<file path="src/rtl/fir_out_requant_if.sv">
// rtl/fir_out_requant_if.sv - valid/ready output stream carrying requantised samples
interface fir_out_requant_if #(
    parameter int OUT_W = 18
) ();
    logic signed [OUT_W-1:0] m_data;
    logic                    m_valid;
    logic                    m_ready;

    modport master (output m_data, output m_valid, input m_ready);
    modport slave  (input m_data, input m_valid, output m_ready);
endinterface

</file>
<file path="src/rtl/fir_out_requant.sv">
// rtl/fir_out_requant.sv - FIR output round/saturate to OUT_W, FIFO to a valid/ready stream, sat/ovf stats
module fir_out_requant #(
    parameter int IN_W    = 54,
    parameter int OUT_W   = 18,
    parameter int SHIFT   = 17,
    parameter int LATENCY = 4,
    parameter int DEPTH   = 8
) (
    input  logic                   clk,
    input  logic                   rst_n,
    input  logic                   ena,
    input  logic signed [IN_W-1:0] din,
    input  logic                   clr,
    fir_out_requant_if.master      m_axis,
    output logic [15:0]            sat_cnt,
    output logic                   ovf
);
    localparam int AW = $clog2(DEPTH);

    localparam logic signed [IN_W:0] RND = (IN_W+1)'(1) << (SHIFT-1);
    localparam logic signed [IN_W:0] SAT_MAX = {{(IN_W-OUT_W+2){1'b0}}, {(OUT_W-1){1'b1}}};
    localparam logic signed [IN_W:0] SAT_MIN = {{(IN_W-OUT_W+2){1'b1}}, {(OUT_W-1){1'b0}}};
    localparam logic signed [OUT_W-1:0] OUT_MAX = {1'b0, {(OUT_W-1){1'b1}}};
    localparam logic signed [OUT_W-1:0] OUT_MIN = {1'b1, {(OUT_W-1){1'b0}}};

    logic [LATENCY-1:0]       r_vld_sr;
    logic                     r_q_vld;
    logic signed [OUT_W-1:0]  r_q_data;
    logic [15:0]              r_sat_cnt;
    logic                     r_ovf;
    logic [AW:0]              r_wr_ptr;
    logic [AW:0]              r_rd_ptr;
    logic signed [OUT_W-1:0]  r_mem [DEPTH];

    logic                     w_stage0;
    logic signed [IN_W:0]     w_sum;
    logic signed [IN_W:0]     w_shr;
    logic                     w_over;
    logic                     w_under;
    logic signed [OUT_W-1:0]  w_sat_val;
    logic                     w_empty;
    logic                     w_full;
    logic                     w_rd;
    logic                     w_wr;
    logic                     w_drop;

    // ena is recovered as a per-sample valid by mirroring the filter pipeline depth
    generate
        if (LATENCY == 1) begin : g_lat1
            always_ff @(posedge clk or negedge rst_n) begin
                if (!rst_n) r_vld_sr <= '0;
                else        r_vld_sr <= ena;
            end
        end else begin : g_latn
            always_ff @(posedge clk or negedge rst_n) begin
                if (!rst_n) r_vld_sr <= '0;
                else        r_vld_sr <= {r_vld_sr[LATENCY-2:0], ena};
            end
        end
    endgenerate

    // One extra bit keeps the +half addition from wrapping at the positive extreme
    always_comb begin
        w_stage0  = r_vld_sr[LATENCY-1];
        w_sum     = $signed({din[IN_W-1], din}) + RND;
        w_shr     = w_sum >>> SHIFT;
        w_over    = w_shr > SAT_MAX;
        w_under   = w_shr < SAT_MIN;
        w_sat_val = w_shr[OUT_W-1:0];
        if (w_over)  w_sat_val = OUT_MAX;
        if (w_under) w_sat_val = OUT_MIN;
    end

    always_comb begin
        w_empty = (r_wr_ptr == r_rd_ptr);
        w_full  = (r_wr_ptr[AW] != r_rd_ptr[AW]) && (r_wr_ptr[AW-1:0] == r_rd_ptr[AW-1:0]);
        w_rd    = !w_empty && m_axis.m_ready;
        w_wr    = r_q_vld && (!w_full || w_rd);
        w_drop  = r_q_vld && w_full && !w_rd;
    end

    always_ff @(posedge clk or negedge rst_n) begin
        if (!rst_n) begin
            r_q_vld  <= 1'b0;
            r_q_data <= '0;
        end else begin
            r_q_vld <= w_stage0;
            if (w_stage0) r_q_data <= w_sat_val;
        end
    end

    always_ff @(posedge clk or negedge rst_n) begin
        if (!rst_n) begin
            r_sat_cnt <= '0;
            r_ovf     <= 1'b0;
        end else begin
            if (clr)
                r_sat_cnt <= '0;
            else if (w_stage0 && (w_over || w_under) && r_sat_cnt != 16'hFFFF)
                r_sat_cnt <= r_sat_cnt + 16'd1;
            // a drop on the clearing edge must still be reported
            if (w_drop)   r_ovf <= 1'b1;
            else if (clr) r_ovf <= 1'b0;
        end
    end

    always_ff @(posedge clk or negedge rst_n) begin
        if (!rst_n) begin
            r_wr_ptr <= '0;
            r_rd_ptr <= '0;
        end else begin
            if (w_wr) r_wr_ptr <= r_wr_ptr + {{AW{1'b0}}, 1'b1};
            if (w_rd) r_rd_ptr <= r_rd_ptr + {{AW{1'b0}}, 1'b1};
        end
    end

    always_ff @(posedge clk) begin
        if (w_wr) r_mem[r_wr_ptr[AW-1:0]] <= r_q_data;
    end

    // Head is forced to zero while empty so reset clears m_data without clearing storage
    assign m_axis.m_valid = !w_empty;
    assign m_axis.m_data  = w_empty ? '0 : r_mem[r_rd_ptr[AW-1:0]];
    assign sat_cnt        = r_sat_cnt;
    assign ovf            = r_ovf;
endmodule

</file>
<file path="src/flat_wrapper.sv">
// flat-port wrapper written by rule: the top's interface ports become plain ports
module fir_out_requant_flat 
#(
    parameter int IN_W    = 54,
    parameter int OUT_W   = 18,
    parameter int SHIFT   = 17,
    parameter int LATENCY = 4,
    parameter int DEPTH   = 8
)
  (clk, rst_n, ena, din, clr, sat_cnt, ovf, m_axis_m_data, m_axis_m_valid, m_axis_m_ready);
  fir_out_requant_if #(.OUT_W(OUT_W)) m_axis_i ();
  input  logic clk;
  input  logic rst_n;
  input  logic ena;
  input  logic signed [IN_W-1:0] din;
  input  logic clr;
  output logic [15:0] sat_cnt;
  output logic ovf;
  output wire logic [$bits(m_axis_i.m_data)-1:0] m_axis_m_data;
  output wire logic [$bits(m_axis_i.m_valid)-1:0] m_axis_m_valid;
  input wire logic [$bits(m_axis_i.m_ready)-1:0] m_axis_m_ready;
  assign m_axis_m_data = m_axis_i.m_data;
  assign m_axis_m_valid = m_axis_i.m_valid;
  assign m_axis_i.m_ready = m_axis_m_ready;
  fir_out_requant #(.IN_W(IN_W), .OUT_W(OUT_W), .SHIFT(SHIFT), .LATENCY(LATENCY), .DEPTH(DEPTH)) u_core (.clk(clk), .rst_n(rst_n), .ena(ena), .din(din), .clr(clr), .m_axis(m_axis_i), .sat_cnt(sat_cnt), .ovf(ovf));
endmodule
</file>
<file path="config.mk">
export PLATFORM = sky130hd
export DESIGN_NAME = fir_out_requant_flat
export DESIGN_NICKNAME = d
export VERILOG_FILES = /design/src/rtl/fir_out_requant_if.sv /design/src/rtl/fir_out_requant.sv /design/src/flat_wrapper.sv
export SDC_FILE = /design/constraint.sdc
export NUM_CORES = 1
export LEC_CHECK = 0
export CORE_MARGIN = 2
export CORE_UTILIZATION = 35
export CTS_BUF_LIST = sky130_fd_sc_hd__clkbuf_2
export DETAILED_ROUTE_END_ITERATION = 8
export GPL_ROUTABILITY_DRIVEN = 0
export PLACE_DENSITY_LB_ADDON = 0.12
export REMOVE_ABC_BUFFERS = 1
export SLEW_MARGIN = 30
export SYNTH_ARGS = -nofsm -noshare
export SYNTH_HDL_FRONTEND = slang
export SYNTH_SLANG_ARGS = --single-unit
export TNS_END_PERCENT = 50
</file>
<file path="constraint.sdc">
create_clock -name clk -period 3 [get_ports clk]
set_clock_uncertainty 0.1 [all_clocks]
set_input_delay 0.6 -clock clk [delete_from_list [all_inputs] [get_ports clk]]
set_output_delay 0.6 -clock clk [all_outputs]
set_load 0.01 [all_outputs]
</file>
== Yosys cells after proc, flatten, opt, wreduce, memory -nomap -nowiden ==
Memories as Yosys holds them, arrays and structs flattened.
Index checks and enable logic that the tools add are counted.
Storage, ports and cells
  register bits after elaboration: 48
  bits in writable memories: 144
  output and inout bits: 36
  logic and storage cells: 41
  memories kept: 1
Memory list
  u_core.r_mem: words 8, width 18, rd ports 1, clocked after Yosys merged registers in 0, write ports 1, line fir_out_requant.sv:33  | logic signed [OUT_W-1:0] r_mem [DEPTH];
Cells by class
  add/subtract/negate cells: 4
  magnitude comparators: 2
  equality and inequality tests: 4
  mux-type cells: 9
  reductions and logical operators: 14
Operators by type and width (number)
  54-bit by 18-bit adder with 55-bit output (second input constant): 1
  18-bit two-way mux: 3
  38-bit by 18-bit greater-than comparator with 1-bit output (second input constant): 1
  38-bit by 18-bit < comparator with 1-bit output (second input constant): 1
  16-bit two-way mux: 2
  16-bit by 1-bit adder with 16-bit output (second input constant): 1
  16-bit inequality test (second input constant): 1
  4-bit by 1-bit adder with 4-bit output (second input constant): 2
  1-bit logical AND: 7
  4-bit == test: 1
  1-bit two-way mux: 4
  2-bit nonzero test: 2
  3-bit == test: 1
  1-bit logical NOT: 3
  1-bit logical OR: 2
  1-bit inequality test: 1

== Longest topological paths before layout ==
  word-level depth: 7
  mapped depth: 13
  mapped depth without buffers: 9

== Worst setup path after synthesis ==
OpenSTA, ideal clock, no wires.
  path kind: input -> register
  from: input port din[16]
  to: register u_core.r_q_data[9]
  setup time: 0.144 ns
  data arrival time: 3.292 ns
  path slack: -0.536 ns
  cell stages on the path: 11
  buffers on the path: 2
  cells stage by stage: ha_1 and4_1 clkbuf_2 nand4_1 or4b_2 a22oi_1 nand4_1 or4_4 a21oi_4 buf_6 a211oi_2
Between the ends
  longest elaborated chain between the ends: 4
  elaborated cells between the ends (all ways): 5
Ends and longest elaborated chain
  start, declared: line flat_wrapper.sv:15  | input logic signed [IN_W-1:0] din;
  54-bit by 18-bit adder with 55-bit output *: line fir_out_requant.sv:65  | w_sum = $signed({din[IN_W-1], din}) + RND;
  38-bit by 18-bit greater-than comparator with 1-bit output: line fir_out_requant.sv:67  | w_over = w_shr > SAT_MAX;
  18-bit two-way mux: line fir_out_requant.sv:70  | if (w_over) w_sat_val = OUT_MAX;
  18-bit two-way mux *: line fir_out_requant.sv:71  | if (w_under) w_sat_val = OUT_MIN;
  end signal, assigned: line fir_out_requant.sv:88  | if (w_stage0) r_q_data <= w_sat_val;
  end, declared: line fir_out_requant.sv:28  | logic signed [OUT_W-1:0] r_q_data;
Mark *: on every way between the ends. The rest lies on a longest branch, timed or not.
A chain may end at the register's enable or synchronous reset.

== Final worst setup path ==
  from: register u_core.r_rd_ptr[0]
  to: output port m_axis_m_data[7]
Between the ends
  longest elaborated chain between the ends: 2
  elaborated cells between the ends (all ways): 3
Ends and longest elaborated chain
  start, declared: line fir_out_requant.sv:32  | logic [AW:0] r_rd_ptr;
  start signal, assigned: line fir_out_requant.sv:113  | if (w_rd) r_rd_ptr <= r_rd_ptr + {{AW{1'b0}}, 1'b1};
  memory read 8 x 18 bit / 4-bit == test (equally long branches)
  18-bit two-way mux *: line fir_out_requant.sv:123  | assign m_axis.m_data = w_empty ? '0 : r_mem[r_rd_ptr[AW-1:0]];
  end, declared: line flat_wrapper.sv:19  | output wire logic [$bits(m_axis_i.m_data)-1:0] m_axis_m_data;
Marks and branches as above.

==> results.cfg <==
[logic_synthesis]
synth_area_leader_cell = edfxtp_1
syn_area_um2 = 8740
syn_avg_cell_area_um2 = 14.4
yosysMostFrequentCell = edfxtp_1
synth_cell_types = 53
async_reset_ff_share_pct = 25.0
synth_top_area_share_pct = 49.5
synth_seq_area_share_pct = 63.2
dominantRegCellSynth = edfxtp_1
synth-edff-count = 144
yosys_register_bits = 192
yosys_warnings = 0
yosys-top-cells-area = edfxtp_1, dfrtp_1, mux4_2
ys_top_cells_by_count = edfxtp_1, nor2_1, dfrtp_1, mux4_2, nand2_1
synth_cells = 609

[cells_and_area]
fin_nets = 864
fin_area_um2 = 11500
area_growth_syn_to_layout_pct = 31.6
final_layout_size_suffix_gt1_share_pct = 35.1

[placement]
dp_hpwl_um = 13900
postPlaceCellArea_um2 = 10600
place.port_buffers = 78
place_ws_ns = -0.974

[grt]
grt_pass1_wl_um = 35000
track_usage_pct = 17.6
grt_max_degree = 49
met3_usage_pct = 3.09
grt_most_used_layer = met2
antenna_found_initial = 1
gr-usage-met2_pct = 31.2
grt_use_met1_pct = 22.7
overflow = 0
grt_pass1_vias = 6223

[floorplan]
dieArea_um2 = 26300
start_util_pct = 35.8
rows = 57
ioPinCount = 95
die_h_um = 162
die_width_um = 162
coreArea_um2 = 24400

[critical_path]
rrSetupSlack_ns = 0.16
critPathSlowestCell = mux4_2
worstSetupStartpoint = u_core.r_rd_ptr[0]$_DFFE_PN0P_
arrival_ns = 2.45
crit-reg2reg-launch = u_core.r_rd_ptr[0]$_DFFE_PN0P_
crit_fanout = 5
worstSetupPathType = flop to output port
worstPathRequired_ns = 2.30
crit_chain = buf_12, buf_16, buf_6, mux4_2, mux2i_2, nor2_1, buf_2
r2r_end = u_core.r_mem[4][15]$_DFFE_PP_
cp-start-kind = flop
critPathTopFamily = multiplexers
worst-path-buf-inv = 4
cp-endpoint = m_axis_m_data[7]
crit_path_end_kind = output port
r2r_cells = 11
slowest_delay_ns = 0.50
path_depth = 7

[timing]
min_period_over_period_pct = 105
worstMarginPinSlew_ns = 0.735
rsz0062_at_grt = true
fmax_ghz = 0.318
fin_ws_ns = -0.146
hold_viol = 0
setup_violations = 26
max-slew-margin-rel_pct = 51.0
final_max_slew_viol_count = 0
finalCriticalPeriod_ns = 3.15

[drt]
vias = 5832
wl_per_cell_um = 19.4
routed_wl_um = 22000
drtAntennaViolNets = 0
drt-initial-drc-count = 370
first_pass_iters = 5
drc_errors = 0
viasPerCell = 5.12

[clock_network]
cts_max_level = 4
cts_tree = built
cts_root_buf = clkbuf_2
clock_sinks = 192
cts_buffer_depth = 2
cts_buffers = 17
insertion_delay_ns = 0.73
clk_transition_reported_paths_ns = 0.27

[worst_hold_path]
min-delay-path-class = primary input to flop
whs_path_depth = 1

[power]
power.leakage_nw = 4.24
p_total_w = 0.00840
powerDensity_nw_per_um2 = 730
ir_worst_vdd_v = 0.000417

[flow_run]
max_cap_violations = 0

[outcome]
status = complete, but fails checks
violations = negative setup slack
state kept, by name, indices dropped and copies added, names as in the netlist:
| name | flops |
|---|---|
| u_core.ovf | 1 |
| u_core.r_mem | 144 |
| u_core.r_q_data | 18 |
| u_core.r_q_vld | 1 |
| u_core.r_rd_ptr | 4 |
| u_core.r_vld_sr | 4 |
| u_core.r_wr_ptr | 4 |
| u_core.sat_cnt | 16 |
power breakdown:
group | internal, W | switching (W)
logic | 0.00187 | 0.00161
registers | 0.00331 | 0.000216
clock network | 0.000438 | 0.000965
final cells by class:
| cell class | instances | area [um^2] |
|---|---|---|
| inverter | 7 | 26.3 |
| clock buffer | 18 | 90.1 |
| antenna | 1 | 2.50 |
| timing repair buffer | 206 | 1990 |
| tap | 324 | 405 |
| sequential | 192 | 5530 |
| multi-input combinational | 377 | 3260 |
| clock inverter | 14 | 201 |
| fill | 2192 | 12900 |
cells by family (layout without fill, tap and decap cells):
logic type      after synthesis  count (layout)  share of synthesized area [%]
compound gates               41              41                           3.62
xor+xnor                     32              32                           3.21
fa+ha+maj                     4               4                          0.573
buf+inv                      40             245                           1.95
flops                       192             192                           63.2
mux                          72              72                           13.6
other cells                   0               1                              0
simple gates                228             228                           13.8
layer usage:
metal  up-vias  part of all wire (%)
li1       2737                     -
met1      2953                    45
met2       124                    51
met3        18                   3.0
met4         0                  0.92
met5         -                     0
timing repair:
item	in CTS	in global routing
hold endpoints to repair	48	0
cloned	5	1
pin swaps	17	5
buffers inserted	28	2
endpoints found under the setup margin	52	35
gates resized for setup	140	22
hold buffers	1	0
through the flow:
step	hold WS [ns]	setup TNS [ns]	std cells	utilization [%]
after floorplan	0.204	-136.12	576	-
after global placement	0.236	-30.20	1072	43.5
after detailed placement	0.238	-31.49	1072	43.5
after CTS	0.116	-3.58	1137	46.8
after global routing	0.0716	-5.77	1139	47.2
final	0.199	-1.93	1139	47.2
worst register-to-register path, stage by stage, from the launching register on:
cell,delay (ns)
dfrtp_2,0.50
buf_12,0.15
buf_8,0.13
xnor2_2,0.15
nand3_2,0.12
buf_4,0.16
buf_4,0.12
or3_1,0.38
and2_1,0.25
nand2b_1,0.17
nor2_1,0.11
buf_4,0.25
worst min path at each step:
stage / from / end / slack, ns
2_1_floorplan: rst_n / u_core.ovf$_DFFE_PN0P_ / 0.20
3_3_place_gp: u_core.r_vld_sr[0]$_DFF_PN0_ / u_core.r_vld_sr[1]$_DFF_PN0_ / 0.24
3_5_place_dp: u_core.r_vld_sr[0]$_DFF_PN0_ / u_core.r_vld_sr[1]$_DFF_PN0_ / 0.24
4_1_cts: ena / u_core.r_vld_sr[0]$_DFF_PN0_ / 0.12
5_1_grt: ena / u_core.r_vld_sr[0]$_DFF_PN0_ / 0.07
6_report: ena / u_core.r_vld_sr[0]$_DFF_PN0_ / 0.20
placed cells by master, fill, tap and decap left out, types with 4 or more instances in the layout:
master,n
inv_1,6
dfrtp_1,47
xor2_1,13
buf_4,93
nor3_2,4
buf_12,14
clkinv_8,5
buf_6,16
edfxtp_1,144
mux4_2,36
nor2_2,6
or2_2,4
nor2_1,63
buf_2,18
a211oi_1,16
dlygate4sd2_1,10
o31a_1,4
nor4_1,15
clkbuf_2,18
xnor2_1,18
nand2b_1,4
nand2_1,29
or3_1,6
clkdlybuf4s50_1,44
mux2i_1,17
dlymetal6s2s_1,4
and3_1,12
nand3_1,15
nor4_2,6
nor2b_1,15
nand4_1,16
mux2_2,16
(Power assumes the default switching activity.)
